File: config.mk
export PLATFORM = sky130hd
export DESIGN_NAME = guess_entry_flat
export DESIGN_NICKNAME = d
export VERILOG_FILES = /design/src/rtl/guess_entry_if.sv /design/src/rtl/guess_entry.sv /design/src/flat_wrapper.sv
export SDC_FILE = /design/constraint.sdc
export NUM_CORES = 1
export LEC_CHECK = 0
export BUFFER_PORTS_ARGS = -buffer_cell sky130_fd_sc_hd__buf_2
export CORE_MARGIN = 8
export CORE_UTILIZATION = 25
export CTS_CLUSTER_SIZE = 40
export DETAILED_ROUTE_END_ITERATION = 10
export SYNTH_ARGS = -nofsm -noshare
export SYNTH_HDL_FRONTEND = slang
export SYNTH_SLANG_ARGS = --single-unit
File: constraint.sdc
create_clock -name clk -period 3.5 [get_ports clk]
set_clock_uncertainty 0.05 [all_clocks]
set_input_delay 0 -clock clk [delete_from_list [all_inputs] [get_ports clk]]
set_output_delay 0 -clock clk [all_outputs]
set_load 0.02 [all_outputs]
File: src/rtl/guess_entry_if.sv
// ---------------------------------------------------------------------------
// guess_entry_if
// Guess hand-off channel between the guess-entry stage and the scorer.
//   valid : a committed guess is being offered (driven by the entry stage)
//   ready : the scorer takes the guess this cycle (driven by the scorer)
//   data  : packed guess, slot i at [i*COLOR_W +: COLOR_W]
// Modports: master = entry stage, slave = scorer.
// ---------------------------------------------------------------------------
interface guess_entry_if #(
  parameter int W = 12
) ();
  logic         valid;
  logic         ready;
  logic [W-1:0] data;

  modport master (output valid, output data, input ready);
  modport slave  (input valid, input data, output ready);
endinterface

File: src/rtl/guess_entry.sv
// ---------------------------------------------------------------------------
// guess_entry
// Player guess-entry stage for the colour-code game. NUM_SLOTS colour slots
// are edited with single-cycle left/right/up/down pulses. A submit snapshots
// the slots into a packed guess that is offered to the scorer over a
// valid/ready channel. Accepted guesses are counted, and once MAX_GUESSES
// have been accepted further submits are refused (editing stays possible).
//
// Ports
//   clk, rst        clock, asynchronous active-high reset
//   enable_i        qualifies left/right/up/down/submit/clear
//   left_i/right_i  select previous/next slot (modulo NUM_SLOTS)
//   up_i/down_i     selected slot colour +1 / -1 (wrap or saturate)
//   submit_i        commit current slots as a guess
//   clear_i         zero all slots and selection
//   gbus            guess channel (master side: valid/data out, ready in)
//   slots_o         live slot colours for display, same packing as guess
//   sel_led_o       currently selected slot
//   guess_count_o   number of accepted guesses
//   exhausted_o     guess_count_o == MAX_GUESSES
// ---------------------------------------------------------------------------
module guess_entry #(
  parameter int NUM_SLOTS       = 4,
  parameter int COLOR_W         = 3,
  parameter int NUM_COLORS      = 8,
  parameter int SEL_W           = 2,
  parameter int WRAP            = 1,
  parameter int CLEAR_ON_ACCEPT = 0,
  parameter int MAX_GUESSES     = 10,
  parameter int CNT_W           = 4
) (
  input  logic                         clk,
  input  logic                         rst,
  input  logic                         enable_i,
  input  logic                         left_i,
  input  logic                         right_i,
  input  logic                         up_i,
  input  logic                         down_i,
  input  logic                         submit_i,
  input  logic                         clear_i,
  guess_entry_if.master                gbus,
  output logic [NUM_SLOTS*COLOR_W-1:0] slots_o,
  output logic [SEL_W-1:0]             sel_led_o,
  output logic [CNT_W-1:0]             guess_count_o,
  output logic                         exhausted_o
);

  localparam int GW = NUM_SLOTS * COLOR_W;

  typedef enum logic [0:0] {
    ST_EDIT = 1'b0,
    ST_HOLD = 1'b1
  } state_t;

  state_t             state_q, state_d;
  logic [GW-1:0]      slots_q, slots_d;
  logic [GW-1:0]      guess_q, guess_d;
  logic               valid_q, valid_d;
  logic [SEL_W-1:0]   sel_q,   sel_d;
  logic [CNT_W-1:0]   cnt_q,   cnt_d;
  logic               exh_q,   exh_d;

  // Colour step for one slot; up and down together cancel out.
  function automatic logic [COLOR_W-1:0] next_colour(
    input logic [COLOR_W-1:0] c,
    input logic               inc,
    input logic               dec
  );
    logic [COLOR_W-1:0] top;
    logic [COLOR_W-1:0] r;
    top = COLOR_W'(NUM_COLORS - 1);
    if (inc && !dec) begin
      if (c >= top) begin
        r = (WRAP != 0) ? {COLOR_W{1'b0}} : top;
      end else begin
        r = c + COLOR_W'(1);
      end
    end else if (dec && !inc) begin
      if (c == {COLOR_W{1'b0}}) begin
        r = (WRAP != 0) ? top : {COLOR_W{1'b0}};
      end else begin
        r = c - COLOR_W'(1);
      end
    end else begin
      r = c;
    end
    return r;
  endfunction

  // Slot selection step; wraps modulo NUM_SLOTS rather than 2**SEL_W.
  function automatic logic [SEL_W-1:0] next_sel(
    input logic [SEL_W-1:0] s,
    input logic             mv_left,
    input logic             mv_right
  );
    logic [SEL_W-1:0] r;
    if (mv_right && !mv_left) begin
      if (s >= SEL_W'(NUM_SLOTS - 1)) begin
        r = {SEL_W{1'b0}};
      end else begin
        r = s + SEL_W'(1);
      end
    end else if (mv_left && !mv_right) begin
      if (s == {SEL_W{1'b0}}) begin
        r = SEL_W'(NUM_SLOTS - 1);
      end else begin
        r = s - SEL_W'(1);
      end
    end else begin
      r = s;
    end
    return r;
  endfunction

  // Next-state logic: editing, snapshot on submit, hand-off on accept.
  always_comb begin
    state_d = state_q;
    slots_d = slots_q;
    guess_d = guess_q;
    valid_d = valid_q;
    sel_d   = sel_q;
    cnt_d   = cnt_q;

    case (state_q)
      ST_EDIT: begin
        if (enable_i && submit_i && !exh_q) begin
          // Snapshot is the pre-edit slot value; same-cycle edits are dropped.
          guess_d = slots_q;
          valid_d = 1'b1;
          state_d = ST_HOLD;
        end else if (enable_i && clear_i) begin
          slots_d = {GW{1'b0}};
          sel_d   = {SEL_W{1'b0}};
        end else if (enable_i) begin
          // Colour change targets the slot selected before this cycle's move.
          for (int i = 0; i < NUM_SLOTS; i++) begin
            if (sel_q == SEL_W'(i)) begin
              slots_d[i*COLOR_W +: COLOR_W] =
                next_colour(slots_q[i*COLOR_W +: COLOR_W], up_i, down_i);
            end else begin
              slots_d[i*COLOR_W +: COLOR_W] = slots_q[i*COLOR_W +: COLOR_W];
            end
          end
          sel_d = next_sel(sel_q, left_i, right_i);
        end else begin
          state_d = ST_EDIT;
        end
      end

      ST_HOLD: begin
        // Guess is frozen; only the scorer's ready is honoured here.
        if (valid_q && gbus.ready) begin
          valid_d = 1'b0;
          sel_d   = {SEL_W{1'b0}};
          state_d = ST_EDIT;
          if (cnt_q != CNT_W'(MAX_GUESSES)) begin
            cnt_d = cnt_q + CNT_W'(1);
          end else begin
            cnt_d = cnt_q;
          end
          if (CLEAR_ON_ACCEPT != 0) begin
            slots_d = {GW{1'b0}};
          end else begin
            slots_d = slots_q;
          end
        end else begin
          state_d = ST_HOLD;
        end
      end

      default: begin
        state_d = ST_EDIT;
        valid_d = 1'b0;
      end
    endcase

    // Registered alongside the counter so it always matches guess_count.
    exh_d = (cnt_d == CNT_W'(MAX_GUESSES));
  end

  // State register with asynchronous reset; a reset in HOLD drops the guess.
  always_ff @(posedge clk or posedge rst) begin
    if (rst) begin
      state_q <= ST_EDIT;
      slots_q <= {GW{1'b0}};
      guess_q <= {GW{1'b0}};
      valid_q <= 1'b0;
      sel_q   <= {SEL_W{1'b0}};
      cnt_q   <= {CNT_W{1'b0}};
      exh_q   <= 1'b0;
    end else begin
      state_q <= state_d;
      slots_q <= slots_d;
      guess_q <= guess_d;
      valid_q <= valid_d;
      sel_q   <= sel_d;
      cnt_q   <= cnt_d;
      exh_q   <= exh_d;
    end
  end

  assign gbus.valid    = valid_q;
  assign gbus.data     = guess_q;
  assign slots_o       = slots_q;
  assign sel_led_o     = sel_q;
  assign guess_count_o = cnt_q;
  assign exhausted_o   = exh_q;

endmodule
File: src/flat_wrapper.sv
// flat-port wrapper written by rule: the top's interface ports become plain ports
module guess_entry_flat 
#(
  parameter int NUM_SLOTS       = 4,
  parameter int COLOR_W         = 3,
  parameter int NUM_COLORS      = 8,
  parameter int SEL_W           = 2,
  parameter int WRAP            = 1,
  parameter int CLEAR_ON_ACCEPT = 0,
  parameter int MAX_GUESSES     = 10,
  parameter int CNT_W           = 4
)
  (clk, rst, enable_i, left_i, right_i, up_i, down_i, submit_i, clear_i, slots_o, sel_led_o, guess_count_o, exhausted_o, gbus_valid, gbus_data, gbus_ready);
  guess_entry_if gbus_i ();
  input  logic clk;
  input  logic rst;
  input  logic enable_i;
  input  logic left_i;
  input  logic right_i;
  input  logic up_i;
  input  logic down_i;
  input  logic submit_i;
  input  logic clear_i;
  output logic [NUM_SLOTS*COLOR_W-1:0] slots_o;
  output logic [SEL_W-1:0] sel_led_o;
  output logic [CNT_W-1:0] guess_count_o;
  output logic exhausted_o;
  output wire logic [$bits(gbus_i.valid)-1:0] gbus_valid;
  output wire logic [$bits(gbus_i.data)-1:0] gbus_data;
  input wire logic [$bits(gbus_i.ready)-1:0] gbus_ready;
  assign gbus_valid = gbus_i.valid;
  assign gbus_data = gbus_i.data;
  assign gbus_i.ready = gbus_ready;
  guess_entry #(.NUM_SLOTS(NUM_SLOTS), .COLOR_W(COLOR_W), .NUM_COLORS(NUM_COLORS), .SEL_W(SEL_W), .WRAP(WRAP), .CLEAR_ON_ACCEPT(CLEAR_ON_ACCEPT), .MAX_GUESSES(MAX_GUESSES), .CNT_W(CNT_W)) u_core (.clk(clk), .rst(rst), .enable_i(enable_i), .left_i(left_i), .right_i(right_i), .up_i(up_i), .down_i(down_i), .submit_i(submit_i), .clear_i(clear_i), .gbus(gbus_i), .slots_o(slots_o), .sel_led_o(sel_led_o), .guess_count_o(guess_count_o), .exhausted_o(exhausted_o));
endmodule
; Word level (Yosys, flattened, before mapping)
; Index checks and enable logic that the tools add are counted.
[classes]
addsub = 11
multipliers = 0
div = 0
magnitude_cmp = 5
n_eq_ne = 15
shift = 0
n_mux = 42
n_bitwise = 1
reduce_logical = 25
[op_table]
columns = op, n
row1 = 3-bit two-way mux, 20
row2 = 12-bit two-way mux, 4
row3 = 5-bit AND reduction, 4
row4 = 2-bit two-way mux, 8
row5 = 3-bit by 1-bit adder with 3-bit output (second input constant), 4
row6 = 3-bit greater-or-equal comparator (second input constant), 4
row7 = 3-bit zero test, 4
row8 = 4-bit two-way mux, 3
row9 = 3-bit by 1-bit inequality test with 1-bit output (second input constant), 4
row10 = 3-bit by 1-bit subtractor with 3-bit output (second input constant), 4
row11 = 1-bit logical AND, 8
row12 = 4-bit by 1-bit inequality test with 1-bit output (second input constant), 2
row13 = 1-bit zero test, 5
row14 = 4-bit by 1-bit adder with 4-bit output (second input constant), 1
row15 = 2-bit equality test (second input constant), 2
row16 = 4-bit equality test (second input constant), 1
row17 = 1-bit two-way mux, 4
row18 = 2-bit inequality test (second input constant), 2
row19 = 4-bit inequality test (second input constant), 1
row20 = 1-bit one-hot mux with 2 select lines, 2
row21 = 2-bit one-hot mux with 2 select lines, 1
row22 = 2-bit AND reduction, 2
row23 = 4-bit AND reduction, 1
row24 = 3-bit by 2-bit inequality test with 1-bit output (second input constant), 1
row25 = other kinds (7), 7
[totals]
reg_bits = 33
latchBits = 0
ram_bits = 0
rom_bits = 0
input_bits = 10
out_inout_bits = 32
word_cells = 109
n_memories = 0

; Logic depth before layout (Yosys ltp)
; Gate-level depths: netlist (run 1).
[logic_depth]
depth_word = 9
mapped_depth = 6
depth_no_buf = 6

; Least setup slack after synthesis (run 1)
; OpenSTA, ideal clock, no wires.
[synth_path]
path_kind = flip-flop to flip-flop
startpoint = reg u_core.state_q
endpoint = reg u_core.guess_q[11] (netlist: u_core.gbus.data[11])
setup_time_ps = 125
arrival_ps = 1461
required_time_ps = 3325
path_slack_ps = 1865
path_stages_with_launch = 6
n_path_buf = 2
period_less_slack_ps = 1635
cell_sequence = dfrtp_1 -> nor2b_1 -> nor2b_1 -> buf_2 -> buf_4 -> mux2_2
[synth_via]
elab_chain_cells = 2
[synth_rtl]
columns = item, line
row1 = start: declaration, guess_entry.sv:55  ; state_t state_q, state_d;
row2 = start signal: assignment, guess_entry.sv:192  ; state_q <= state_d;
row3 = 1-bit inverter (no source line), -
row4 = 2-bit AND reduction (no source line), -
row5 = end signal: assignment, guess_entry.sv:186  ; guess_q <= {GW{1'b0}};
row6 = end signal: assignment, guess_entry.sv:194  ; guess_q <= guess_d;
row7 = end: declaration, guess_entry.sv:57  ; logic [GW-1:0] guess_q, guess_d;
; Every way passes these cells.
; A chain may end at the register's enable or synchronous reset.

; Worst setup path after layout (run 1)
[layout_path]
startpoint = reg u_core.state_q
endpoint = reg u_core.guess_q[2] (netlist: u_core.gbus.data[2])
; Same word-level chain as after synthesis.

==> results of run 1 <==
area by class of cell:
type | count | area share [%]
clock buffers | 5 | 2.790
flip-flops and latches | 33 | 33.49
repair buffers | 45 | 9.741
inverters | 14 | 2.131
multi-input cells | 141 | 44.04
clock inverters | 3 | 2.638
well taps | 102 | 5.175
cells in the final DEF (no fill, tap or decap), types with 3 or more instances in the layout:
master	count
buf_2	41
dfrtp_1	33
ha_1	22
a21oi_1	15
nor3_1	14
inv_1	14
mux2_2	12
o21ai_0	9
nand2_1	8
nand2b_1	7
a22o_1	6
clkbuf_8	5
nor2_1	4
a311oi_1	4
a21o_1	4
o22ai_1	4
nor2b_1	3
o31ai_1	3
nand3_1	3
xnor2_1	3
per-stage QoR:
stage	power [uW]	util [%]	setup slack [ns]	instance area [um^2]	hold slack, ns
floorplan	1546	-	1.865	2007	0.07890
global placement	1887	29.77	1.411	2312	0.06976
detailed placement	1911	29.77	1.337	2312	0.08095
CTS	2352	31.75	1.347	2466	0.1387
global route	2518	31.75	1.228	2466	0.1662
finish	2315	31.75	1.363	2466	0.1552
metal layers:
metal,global-route usage [%],routed length (um),up-vias
met2,13.71,2174,36
li1,-,-,796
met4,3.618,87,0
met3,1.827,134,7
met1,11.37,2318,759
met5,0,0,-
power breakdown:
part,internal (uW),switching [uW]
logic,469,664
clock network,283,137
registers,561,201
total,1310,1000
cells in the mapped netlist (all sizes together):
cell type,instances,area [um^2]
a211oi,1,7.510
o21ai,9,45.04
a22o,6,52.55
dfrtp,33,825.8
and3b,1,8.760
o311ai,1,26.28
nand4,1,6.260
buf,4,31.27
o32a,1,10.01
o22ai,4,25.02
and4b,1,10.01
ha,22,275.3
nor4bb,1,10.01
o31ai,3,22.52
nand2b,7,43.79
a311oi,4,35.03
and3,2,12.51
and2,1,6.260
nor2,4,15.01
or2,4,25.02
o211ai,1,7.510
nor4b,1,8.760
clkbuf,3,11.26
nand3,3,15.01
a32o,1,10.01
a21o,4,30.03
xor2,1,8.760
nand2,8,30.03
xnor2,3,26.28
o21bai,1,7.510
nor4,1,6.260
inv,14,52.55
mux2,12,135.1
nor2b,3,18.77
nor3,14,70.07
a21oi,15,75.07
final timing paths:
path                                startpoint             endpoint  slack, ns
max in group asynchronous                  rst    u_core.slots_o[0]       2.78
min in group asynchronous                  rst    u_core.slots_o[4]       0.32
setup / recovery                u_core.state_q  u_core.gbus.data[2]       1.36
hold / removal                        enable_i  u_core.sel_led_o[1]       0.16
hold reg to reg            u_core.gbus.data[1]  u_core.gbus.data[1]       0.45
setup reg to reg                u_core.state_q  u_core.gbus.data[2]       1.36
worst min-delay path, stage by stage:
cell and delay (ns):
buf_2 0.10, a21oi_1 0.11, a32o_1 0.23
timing repair:
| action | 4_1_cts | 5_1_grt |
|---|---|---|
| endpoints found under the hold margin | 34 | 0 |
| hold buffers | 2 | 0 |
| gates resized for setup | 0 | 0 |
state kept, by name, summed over array words and instances (netlist names):
name                  cells
u_core.guess_count_o      4
u_core.gbus.data         12
u_core.gbus.valid         1
u_core.sel_led_o          2
u_core.exhausted_o        1
u_core.slots_o           12
u_core.state_q            1
kinds of logic after synthesis:
logic type | after synthesis | share of synthesized area (%)
AO/OA/AOI/OAI | 51 | 17.64
flip-flops | 33 | 41.15
XOR/XNOR | 4 | 1.746
AND/OR/NAND/NOR | 52 | 14.28
buffers and inverters | 21 | 4.738
multiplexers | 12 | 6.733
adder cells (fa/ha/maj) | 22 | 13.72
==> results_dict.tcl, run 1 <==
set metrics [dict create \
    nFillCells 832 \
    slowest_delay_ns 0.60 \
    finalSetupViolations 0 \
    max_freq_ghz 0.4680 \
    r2r_cells 4 \
    register_area_um2 825.8 \
    cp.depth 4 \
    crit_required_ns 3.61 \
    clock_latency_ns 0.28 \
    first_global_vias 1650 \
    ir_drop_uv 219.4 \
    arrival_ns 2.25 \
    synth_fp_nets 227 \
    crit_path_end_kind "flop" \
    clk_path_buf_depth 2 \
    tightest_slew_ns 0.9722 \
    fp-row-count 32 \
    post_cts_buffers 0 \
    drt_pass1_iterations 4 \
    drtIter0Drc 66 \
    slew_headroom_pct 35.05 \
    io_buffers 41 \
    htreeDepth 2 \
    wl_per_cell_um 13.74 \
    seq_area_frac_synth_pct 41.15 \
    crit_family "simple AND/OR/NAND/NOR gates" \
    synth_seq_cells 33 \
    syn_inst 195 \
    rsz0062_at_grt "false" \
    cts_made_buffers 5 \
    synth-warning-count 0 \
    final-hold-violation-count 0 \
    crit_type "reg -> reg" \
    die_w_um 105.6 \
    path_cells "nor2b_1 -> nor2b_1 -> buf_4 -> mux2_2" \
    min_period_over_period_pct 61.05 \
    cts_root_buffer "clkbuf_8" \
    p_leak_uw 0.001177 \
    crit_buf_inv 1 \
    num_antenna_cells 0 \
    core_um2 7767 \
    min_period_ns 2.137 \
    drv_cap 0 \
    multi_input_area_um2 1086 \
    place_congestion 0.7781 \
    viasPerCell 4.659 \
    grtUsageTotal_pct 8.721 \
    syn_to_final_growth_pct 22.88 \
    status "finished clean" \
    vias 1598 \
    grt_pass1_wl_um 7997 \
    slew_viol_final 0 \
    hpwl_um 3647 \
    start_kind "flop" \
    grt_start_max_net_pins 34 \
    synth_area_um2 2007 \
    hold_path_class "in -> reg" \
    finalNetCount 272 \
    drc 0 \
    path_max_fanout 8 \
    syn_area_per_cell_um2 10.29 \
    antenna_found_initial 0 \
    clk_pin_slew_ns 0.07 \
    cts_sinks 33 \
    hold_depth 3 \
    grt_overflow_total 0 \
    ys_types 39 \
    critPathSlowestCell "nor2b_1" \
    p_per_area_nw_per_um2 938.8 \
    fin_cells 343 \
    place_inst 333 \
    dieArea_um2 11150 \
    final.setup.tns_ns 0 \
    ios 42 \
    cts_tree "done" \
    cpMostUsedCell "nor2b_1" \
    drive_gt1_share_pct 27.39 \
    wl_um 4713 \
    fp.dieH_um 105.6 \
    antenna_left 0 \
    initial_utilization_pct 25.84 \
]
No activity file was read; power rests on OpenSTA's default activity.
==> inputs of run 2 (changes only) <==
clock period = 2 ns   (was 3.5 ns; I/O delays follow)
==> run 2 against run 1 <==
Final cell count is 0.87% higher. Register-to-register slack worse by 1.2 ns. Critical endpoint is now u_core.slots_o[8]. Fmax is 18% higher. Largest power group unchanged. Combinational power is 74% higher. Critical path depth stayed put. Highest routed layer unchanged. Sequential power is 75% higher.
==> results_dict.tcl, run 2 (synthesized netlist as in run 1, its figures left out) <==
set metrics [dict create \
    status "finished clean" \
    switching_power_uw 1747 \
    power.share.clock_pct 16.6 \
    antenna_left 0 \
    tightest_slew_ns 0.5367 \
    final_cell_mix "buf_2, dfrtp_1, ha_1, a21oi_1" \
    finalSetupViolations 0 \
    drive_gt1_share_pct 27.87 \
    path_max_fanout 14 \
    antenna_found_initial 0 \
    grtUsageMet3_pct 2.253 \
    swShare_pct 44.13 \
    drv_cap 0 \
    hpwl_um 3614 \
    grt_start_max_net_pins 34 \
    crit_required_ns 2.12 \
    clock_latency_ns 0.28 \
    path_cells "nor2b_1 -> o311ai_4 -> or2_1 -> o32a_1" \
    drtIter0Drc 69 \
    finalNetCount 275 \
    min_period_ns 1.814 \
    slew_headroom_pct 64.13 \
    cts_sinks 33 \
    initial_utilization_pct 25.84 \
    first_global_vias 1622 \
    grt_util_met1_pct 10.52 \
    grt_pass1_wl_um 8079 \
    p_int_uw 2212 \
    wl_per_cell_um 13.84 \
    slowest_delay_ns 0.46 \
    die_w_um 105.6 \
    syn_to_final_growth_pct 23.13 \
    cts_resized 0 \
    power_frac_seq_pct 33.7 \
    grt_overflow_total 0 \
    cts_tree "done" \
    drt_pass1_iterations 4 \
    crit_path_end_kind "flop" \
    post_cts_buffers 0 \
    io_buffers 41 \
    viasPerCell 4.705 \
    finalInstanceArea_um2 2471 \
    vias 1628 \
    fp.dieH_um 105.6 \
    max_freq_ghz 0.5514 \
    htreeDepth 2 \
    grtUsageTotal_pct 8.849 \
    cts_root_buffer "clkbuf_8" \
    layout.cells.most_common "buf_2" \
    num_antenna_cells 0 \
    fp-row-count 32 \
    place_congestion 0.7999 \
    clk_path_buf_depth 2 \
    hold_path_class "in -> reg" \
    p_per_area_nw_per_um2 1602 \
    final-hold-violation-count 0 \
    crit_type "reg -> reg" \
    place_inst 336 \
    r2r_cells 4 \
    nFillCells 822 \
    final_util_pct 31.81 \
    critPathSlowestCell "dfrtp_1" \
    core_um2 7767 \
    cts_made_buffers 5 \
    ir_drop_uv 413.2 \
    placed_area_um2 2335 \
    min_period_over_period_pct 90.68 \
    fin_cells 346 \
    p_leak_uw 0.001183 \
    ctsHoldBuffers 2 \
    ios 42 \
    arrival_ns 1.93 \
    combPwrFrac_pct 49.7 \
    wl_um 4789 \
    start_kind "flop" \
    dieArea_um2 11150 \
    final.setup.tns_ns 0 \
    grt.met2_usage_pct 14.66 \
    rsz0062_at_grt "false" \
    hold_depth 4 \
    clk_pin_slew_ns 0.07 \
    slew_viol_final 0 \
    top_usage_layer "met2" \
    drc 0 \
]
run 2: final timing paths:
kind | end | slack, ns | startpoint
max | u_core.slots_o[8] | 0.19 | u_core.state_q
min | u_core.slots_o[11] | 0.14 | clear_i
max reg2reg | u_core.slots_o[8] | 0.19 | u_core.state_q
min reg2reg | u_core.gbus.data[2] | 0.45 | u_core.gbus.data[2]
max in group asynchronous | u_core.gbus.data[6] | 1.28 | rst
min in group asynchronous | u_core.gbus.data[3] | 0.31 | rst
run 2: critical path: cells and delay by family, from the launching register on:
kind             cells  cell delay, ns
AO/OA/AOI/OAI        2            0.59
flip-flops           1            0.46
AND/OR/NAND/NOR      2            0.59
run 2: metal layers:
metal	share of wire (%)	routed length [um]
met4	2.0	95
met1	45	2160
met2	49	2353
met3	3.8	180
met5	0	0
run 2: final cells by class:
type / instances / area (um^2) / area share [%]
clock buffers: 7 / 86.33 / 3.494
clock inverters: 1 / 30.03 / 1.215
inverters: 14 / 52.55 / 2.127
multi-input cells: 141 / 1086 / 43.95
flip-flops and latches: 33 / 825.8 / 33.42
well taps: 102 / 127.6 / 5.165
repair buffers: 48 / 262.8 / 10.63
run 2: metrics by stage:
step | hold slack [ns] | worst slack, ns | power (uW)
2_1_floorplan | 0.07890 | 0.3646 | 2705
3_3_place_gp | 0.07755 | 0.2577 | 3307
3_5_place_dp | 0.08108 | 0.2025 | 3352
4_1_cts | 0.1211 | 0.1838 | 4045
5_1_grt | 0.1847 | 0.09953 | 4309
6_report | 0.1373 | 0.1864 | 3958
run 2: power groups by stage:
stage | logic, uW | clock network [uW] | registers (uW)
2_1_floorplan | 1050 | 0 | 1660
3_3_place_gp | 1970 | 0 | 1340
3_5_place_dp | 1990 | 0 | 1360
4_1_cts | 2010 | 688 | 1350
5_1_grt | 2200 | 698 | 1410
6_report | 1970 | 656 | 1330
==> inputs of run 3 (changes only) <==
CORE_ASPECT_RATIO = 1.1   (was default)
==> run 3 against run 2 <==
Final area grew 0.25%. Hold slack lost 0.014 ns. Via count rose by 0.43%. Non-clock buffer count unchanged. First-iteration DRC count grew 58%. Register-to-register slack better by 0.02 ns. Die area barely moved. Utilization shrank 0.34 points. Critical endpoint unchanged.
==> results_dict.tcl, run 3 (synthesized netlist as in run 1, its figures left out) <==
set metrics [dict create \
    core_um2 7870 \
    htreeDepth 2 \
    power_frac_seq_pct 33.9 \
    crit_path_end_kind "flop" \
    antenna_left 0 \
    final_cell_mix "buf_2, dfrtp_1, ha_1, a21oi_1" \
    switching_power_uw 1776 \
    clk_path_buf_depth 2 \
    cts_root_buffer "clkbuf_8" \
    place_congestion 0.8065 \
    layout.cells.most_common "buf_2" \
    critPathSlowestCell "dfrtp_1" \
    min_period_ns 1.796 \
    finalNetCount 275 \
    crit_required_ns 2.14 \
    finalSetupViolations 0 \
    start_kind "flop" \
    ir_drop_uv 759.4 \
    hold_path_class "in -> reg" \
    combPwrFrac_pct 49.7 \
    num_antenna_cells 0 \
    path_max_fanout 14 \
    initial_utilization_pct 25.50 \
    syn_to_final_growth_pct 23.44 \
    grt_overflow_total 0 \
    crit_family "simple AND/OR/NAND/NOR gates" \
    dieArea_um2 11150 \
    power.share.clock_pct 16.5 \
    io_buffers 41 \
    fp.dieH_um 110.0 \
    vias 1635 \
    cts_tree "done" \
    drtIter0Drc 109 \
    final.setup.tns_ns 0 \
    crit_type "reg -> reg" \
    cts_made_buffers 5 \
    cts_sinks 33 \
    max_freq_ghz 0.5569 \
    wl_per_cell_um 13.62 \
    fp-row-count 34 \
    min_period_over_period_pct 89.78 \
    arrival_ns 1.93 \
    final-hold-violation-count 0 \
    grt_start_max_net_pins 34 \
    drv_cap 0 \
    crit_buf_inv 0 \
    p_int_uw 2177 \
    path_cells "nor2b_1 -> o311ai_4 -> or2_1 -> o32a_1" \
    first_global_vias 1696 \
    p_leak_uw 0.001179 \
    reg2reg_setup_slack_ns 0.20 \
    grtUsageTotal_pct 9.230 \
    post_cts_buffers 0 \
    drc 0 \
    drive_gt1_share_pct 28.28 \
    slew_viol_final 0 \
    ios 42 \
    hpwl_um 3578 \
    antenna_found_initial 0 \
    slew_headroom_pct 64.30 \
    viasPerCell 4.645 \
    tightest_slew_ns 0.5342 \
    die_w_um 101.4 \
    swShare_pct 44.93 \
    clock_latency_ns 0.29 \
    p_per_area_nw_per_um2 1596 \
    drt_pass1_iterations 4 \
    holdWs_ns 0.1232 \
    rsz0062_at_grt "false" \
    grt_pass1_wl_um 8238 \
    status "finished clean" \
    clk_pin_slew_ns 0.09 \
    slowest_delay_ns 0.46 \
    wl_um 4795 \
]
## run 3: cell types whose count changed in the layout (fill, tap and decap cells not counted), sizes merged
cell / change
clkbuf: -2
clkinv: +1
clkinvlp: +1
## run 3: layer usage
layer / share of wire [%] / vias up / routed length (um) / global-route usage, %
met1: 49 / 791 / 2335 / 11.80
met2: 45 / 39 / 2176 / 14.91
met5: 0 / - / 0 / 0
met3: 5.0 / 5 / 242 / 2.575
li1: - / 800 / - / -
met4: 0.83 / 0 / 40 / 2.556
## run 3: what timing repair did
| item | CTS | global route |
|---|---|---|
| endpoints found under the hold margin | 34 | 0 |
| hold buffers | 2 | 0 |
| resized for setup | 0 | 0 |
## run 3: layout make-up
class	count	area, um^2
fill	823	5393
multi-input combinational	141	1086
sequential	33	825.8
timing repair buffer	48	262.8
tap	108	135.1
clock buffer	5	68.82
inverter	14	52.55
clock inverter	3	46.29
## run 3: metrics by stage
| step | setup slack [ns] | total power, uW | std cells | instance area (um^2) | utilization, % |
|---|---|---|---|---|---|
| after global placement | 0.2600 | 3304 | 342 | 2342 | 29.76 |
| after floorplan | 0.3646 | 2705 | 195 | 2007 | - |
| after CTS | 0.1994 | 4021 | 352 | 2477 | 31.48 |
| after detailed placement | 0.1935 | 3351 | 342 | 2342 | 29.76 |
| after global routing | 0.02875 | 4306 | 352 | 2477 | 31.48 |
| final | 0.2044 | 3953 | 352 | 2477 | 31.48 |
## run 3: final timing paths
| path | from | to | cells past startpoint |
|---|---|---|---|
| setup / recovery | u_core.state_q | u_core.slots_o[8] | 4 |
| min in group asynchronous | rst | u_core.slots_o[6] | 4 |
| hold / removal | clear_i | u_core.slots_o[10] | 4 |
| setup reg to reg | u_core.state_q | u_core.slots_o[8] | 4 |
| hold reg to reg | u_core.gbus.data[3] | u_core.gbus.data[3] | 1 |
| max in group asynchronous | rst | u_core.slots_o[1] | 4 |
## run 3: power by group through the flow
stage,Clock (uW),Sequential (uW),Combinational (uW)
floorplan,0,1660,1050
global placement,0,1350,1960
detailed placement,0,1360,1990
CTS,675,1350,2000
global route,698,1410,2200
finish,651,1340,1960
## run 3: worst register-to-register path, cell delays in order (launching register included)
cell and delay, ns:
dfrtp_1 0.46, nor2b_1 0.30, o311ai_4 0.24, or2_1 0.30, o32a_1 0.34
